===== src/rtl/masked_tbl_loader.sv =====
// Sequential writer for one masked S-box BRAM: streams bytes in and keeps a 16-bit running sum.
// Optional feature macro LOADER_VERIFY_EN adds a full-table readback that checks that sum.
module masked_tbl_loader #(
  parameter int ADDR_W = 10,
  parameter int RD_LAT = 2
) (
  input  logic              clk,
  input  logic              rst,
  input  logic              start,
  input  logic              s_valid,
  input  logic [7:0]        s_data,
  output logic              s_ready,
  output logic              mem_en,
  output logic              mem_we,
  output logic [ADDR_W-1:0] mem_addr,
  output logic [7:0]        mem_din,
  input  logic [7:0]        mem_dout,
  output logic              busy,
  output logic              done,
  output logic              err,
  output logic [15:0]       sum
);
  typedef enum logic [2:0] {IDLE, LOAD, DRAIN, VERIFY, WAIT, DONE, ERR} state_t;

  localparam logic [ADDR_W:0] LAST_IDX = (ADDR_W+1)'((1 << ADDR_W) - 1);

  state_t            state, state_n;
  logic [ADDR_W:0]   wcnt;
  logic              hs, start_ok, rd_issue;
  logic [ADDR_W-1:0] rd_addr;

  assign hs       = s_valid & s_ready;
  assign start_ok = start & (state == IDLE || state == DONE || state == ERR);

`ifdef LOADER_VERIFY_EN
  localparam int              WC_W  = $clog2(RD_LAT + 1);
  localparam logic [ADDR_W:0] DEPTH = (ADDR_W+1)'(1 << ADDR_W);

  logic [ADDR_W:0] rcnt;
  logic [RD_LAT-1:0] rd_pipe;
  logic [WC_W-1:0] wait_cnt;
  logic [15:0]     chk_sum, chk_final;

  assign rd_issue = (state_n == VERIFY);
  assign rd_addr  = rcnt[ADDR_W-1:0];
  // The final read beat arrives in the cycle WAIT decides, so it is folded in before the compare.
  assign chk_final = chk_sum + (rd_pipe[RD_LAT-1] ? {8'h00, mem_dout} : 16'h0000);
`else
  logic unused_dout;
  assign unused_dout = ^mem_dout;
  assign rd_issue    = 1'b0;
  assign rd_addr     = '0;
  assign err         = 1'b0;
`endif

  always_comb begin
    // NOTE: default assigned first so no path through this block infers a latch.
    state_n = state;
    case (state)
      IDLE, DONE, ERR: if (start) state_n = LOAD;
      LOAD:            if (hs && wcnt == LAST_IDX) state_n = DRAIN;
`ifdef LOADER_VERIFY_EN
      DRAIN:           state_n = VERIFY;
      VERIFY:          if (rcnt == DEPTH) state_n = WAIT;
      WAIT:            if (wait_cnt == WC_W'(RD_LAT - 1))
                         state_n = (chk_final == sum) ? DONE : ERR;
`else
      DRAIN:           state_n = DONE;
`endif
      default:         state_n = IDLE;
    endcase
  end

  // NOTE: clocked state uses non-blocking assignments so every register updates from pre-edge values.
  always_ff @(posedge clk or posedge rst) begin
    if (rst) begin
      state    <= IDLE;
      s_ready  <= 1'b0;
      busy     <= 1'b0;
      done     <= 1'b0;
      wcnt     <= '0;
      sum      <= '0;
      mem_en   <= 1'b0;
      mem_we   <= 1'b0;
      mem_addr <= '0;
      mem_din  <= '0;
    end else begin
      state    <= state_n;
      s_ready  <= (state_n == LOAD);
      busy     <= (state_n inside {LOAD, DRAIN, VERIFY, WAIT});
      done     <= (state_n == DONE);
      mem_en   <= 1'b0;
      mem_we   <= 1'b0;
      mem_addr <= '0;
      mem_din  <= '0;
      if (start_ok) begin
        wcnt <= '0;
        sum  <= '0;
      end else if (hs) begin
        wcnt     <= wcnt + 1'b1;
        sum      <= sum + {8'h00, s_data};
        mem_en   <= 1'b1;
        mem_we   <= 1'b1;
        mem_addr <= wcnt[ADDR_W-1:0];
        mem_din  <= s_data;
      end else if (rd_issue) begin
        mem_en   <= 1'b1;
        mem_addr <= rd_addr;
      end
    end
  end

`ifdef LOADER_VERIFY_EN
  always_ff @(posedge clk or posedge rst) begin
    if (rst) begin
      rcnt     <= '0;
      rd_pipe  <= '0;
      wait_cnt <= '0;
      chk_sum  <= '0;
      err      <= 1'b0;
    end else begin
      err      <= (state_n == ERR);
      // Tracks which bus cycles were reads so returning data is matched RD_LAT cycles later.
      rd_pipe  <= (rd_pipe << 1) | RD_LAT'(mem_en & ~mem_we);
      wait_cnt <= (state == WAIT) ? wait_cnt + 1'b1 : '0;
      if (start_ok) begin
        rcnt    <= '0;
        chk_sum <= '0;
      end else begin
        if (rd_issue)           rcnt    <= rcnt + 1'b1;
        if (rd_pipe[RD_LAT-1])  chk_sum <= chk_final;
      end
    end
  end
`endif
endmodule

===== config.mk =====
export PLATFORM = sky130hd
export DESIGN_NAME = masked_tbl_loader
export DESIGN_NICKNAME = d
export VERILOG_FILES = /design/src/rtl/masked_tbl_loader.sv
export SDC_FILE = /design/constraint.sdc
export NUM_CORES = 1
export LEC_CHECK = 0
export ABC_CLOCK_PERIOD_IN_PS = 4400
export BUFFER_PORTS_ARGS = -buffer_cell sky130_fd_sc_hd__buf_2
export CAP_MARGIN = 30
export CORE_MARGIN = 3
export CORE_UTILIZATION = 57
export CTS_CLUSTER_DIAMETER = 80
export DETAILED_ROUTE_END_ITERATION = 8
export HOLD_SLACK_MARGIN = 0.12
export PLACE_DENSITY = 0.95
export SYNTH_ARGS = -nofsm -noshare
export SYNTH_HDL_FRONTEND = slang
export SYNTH_SLANG_ARGS = --single-unit

===== constraint.sdc =====
create_clock -name clk -period 4.4 [get_ports clk]
set_input_delay 0.44 -clock clk [delete_from_list [all_inputs] [get_ports clk]]
set_output_delay 0.44 -clock clk [all_outputs]
set_load 0.005 [all_outputs]

==> metrics.txt <==
DRC viols=0; final setup violation count=0; HPWL after detailed placement=3658 µm; Crit. Startpoint=sum[0]$_DFFE_PP0P_; total number of vias=2036; unrepaired setup endpoints after global routing=no; Worst R2R End=sum[10]$_DFFE_PP0P_; Post-CTS Setup Bufs=0; Tightest Hold Check Type=in -> reg; Crit path required time=4.64 ns; Max Slew Vio Count=0; worst r2r src=sum[0]$_DFFE_PP0P_; Synthesis Warnings=0; die width=72.19 µm; Slowest cell on crit path=a211oi_1; sequential area share after synthesis=52.10%; largest net degree at the start of global routing=38; drt pass-1 iters=4; share of cells above drive strength 1=22.59%; largest cells by area after synthesis=dfrtp_1, and2_1, ha_1, nand2_1, a21oi_1; CORE AREA=4115 µm²; cell family with the largest share of critical-path delay=compound AO/OA/AOI/OAI gates; synth unique cells=34; clock slew at reported path FFs=0.09 ns; TNS Setup=0 ns; # IOs=60; initial core utilization=60.69%; # rows=23; CP Capture Point=sum[10]$_DFFE_PP0P_; Worst VDD drop=0.2761 mV; busiest grt layer=met2; clk buf depth=2; CP max FO=4; grt met2 use=36.20%; Die H=72.19 µm; Worst Max-Slew Pin Slew=0.6275 ns; via-per-instance ratio=5.801; max_cap viols=0; syn_nets=281; CTS root buf=clkbuf_8; critical path cell sequence=ha_1 -> inv_1 -> fa_1 -> nand2b_1 -> a211oi_1 -> o21ai_0 -> xor2_1 -> nor2_1; buffers plus inverters on the worst setup path=1; R2R depth=8; first-pass GRT wire length=9156 µm; Critical Path End Type=flip-flop; Mapped Cells=251; Slew HR=58.17%; WL per Instance=15.32 µm; grt met3 use=5.125%; Leakage=0.001472 µW; hold slack final=0.3549 ns; Post-synth ARST share=100.0%; Nets=330; Inserted Diodes=0; largest area contributor in the netlist=dfrtp_1; met1 Resource Use GR=29.54%; Max Fclk=0.4440 GHz; synthesized area per cell=9.950 µm²; worst path arrival time=2.49 ns; CTS tree=built; initial antenna violation count=0; Routed Antenna Nets=0; status=finished, final reports clean; Final Hold Vio Count=0; fin crit period=2.252 ns; clock tree sinks=52; Crit path largest cell delay=0.45 ns; final wirelength=5376 µm; crit path launch type=flip-flop; GRT Residual Overflow=0; Port Buffers=50; mapped cell area=2497 µm²; Yosys top cell area share=52.10%; Main synth FF type=dfrtp_1; Register-to-Register Setup Slack=2.15 ns; Setup CP Type=reg -> reg; clk_skew=0.004630 ns; Clock Latency Late Sink=0.30 ns; CTS H-tree depth=2; die area=5211 µm²; Iteration-0 DRC Markers=206; gr usage total=22.24%; TritonCTS Buffers=5; Pwr Density=512.5 nW/µm²; Seq cells post-synth=52; number of synthesized flops with an enable pin=0; Area growth syn-to-layout=16.78%; fin crit share=51.18%; critical path depth=8; vias in the first global route=1989; placer congestion estimate=0.8868; post-cts resize count=0
## metal layers
layer / part of all wire [%] / routed length, µm
met1: 42 / 2276
met2: 48 / 2582
met3: 7.5 / 401
met4: 2.2 / 116
met5: 0 / 0
## cells in the mapped netlist, types with 2 or more instances
| master | n |
|---|---|
| a211oi_1 | 2 |
| a21o_1 | 3 |
| a21oi_1 | 19 |
| a21oi_2 | 2 |
| and2_1 | 18 |
| and3_1 | 5 |
| buf_2 | 3 |
| buf_4 | 3 |
| clkbuf_1 | 4 |
| dfrtp_1 | 52 |
| ha_1 | 9 |
| inv_1 | 7 |
| nand2_1 | 26 |
| nand2b_1 | 5 |
| nand3_1 | 7 |
| nand4_1 | 5 |
| nor2_1 | 25 |
| nor2b_1 | 3 |
| nor3_1 | 3 |
| o211ai_2 | 2 |
| o21ai_0 | 14 |
| o22ai_1 | 4 |
| or3_1 | 5 |
| xnor2_1 | 7 |
| xor2_1 | 9 |
## per-stage QoR
stage | power [µW] | cells | cell area, µm² | setup slack [ns] | util [%]
global placement | 1093 | 341 | 2760 | 2.090 | 67.07
CTS | 1492 | 351 | 2917 | 2.195 | 70.87
floorplan | 971.5 | 251 | 2497 | 2.418 | -
finish | 1495 | 351 | 2917 | 2.148 | 70.87
detailed placement | 1124 | 342 | 2780 | 2.085 | 67.56
global route | 1587 | 351 | 2917 | 2.005 | 70.87
## cell type report
class	instances	area [µm²]
Fill cell	298	1199
Timing Repair Buffer	53	287.8
Sequential cell	52	1301
Clock inverter	1	30.03
Clock buffer	7	96.34
Inverter	7	26.28
Multi-Input combinational cell	181	1112
Tap cell	50	62.56
## how the worst min path moves through the flow
stage	end	depth (start not counted)	slack [ns]	startpoint
floorplan	mem_addr[2]$_DFF_PP0_	1	0.49	wcnt[2]$_DFFE_PP0P_
global placement	mem_addr[2]$_DFF_PP0_	1	0.52	wcnt[2]$_DFFE_PP0P_
detailed placement	mem_we$_DFF_PP0_	2	0.43	rst
CTS	mem_din[0]$_DFF_PP0_	2	0.35	s_data[0]
global route	mem_din[0]$_DFF_PP0_	2	0.36	s_data[0]
finish	mem_din[0]$_DFF_PP0_	2	0.35	s_data[0]
## cells by family after synthesis
kind of cell / count (synthesis) / share of synthesized area [%]
adder cells (fa/ha/maj): 10 / 5.311
AO/OA/AOI/OAI: 49 / 12.52
flip-flops: 52 / 52.10
XOR/XNOR: 16 / 5.611
AND/OR/NAND/NOR: 104 / 20.54
multiplexers: 1 / 0.4008
buffers and inverters: 18 / 3.356
other: 1 / 0.1502
## registers in the layout (all words and copies together), names as in the netlist
| signal | count |
|---|---|
| sum | 16 |
| wcnt | 11 |
| mem_addr | 10 |
| mem_din | 8 |
| state | 3 |
| busy | 1 |
| done | 1 |
| mem_we | 1 |
| s_ready | 1 |
## report_power, final
part           switching (µW)  internal, µW  total (µW)
registers                80.1           563         643
clock network             150           201         350
logic                     289           212         501
total                     519           976        1490
## cells in the final DEF (no fill, tap or decap), drive strengths merged, types with 7 or more instances in the layout
cell type,count
a21oi,21
and2,18
buf,52
clkbuf,7
dfrtp,52
ha,9
inv,7
nand2,26
nand3,7
nor2,26
o21ai,14
xnor2,7
xor2,9
## repair_timing
action | 4_1_cts | 5_1_grt
endpoints found under the setup margin | 0 | 0
endpoints found under the hold margin | 15 | 0
hold buffers | 1 | 0
(Power assumes the default switching activity.)
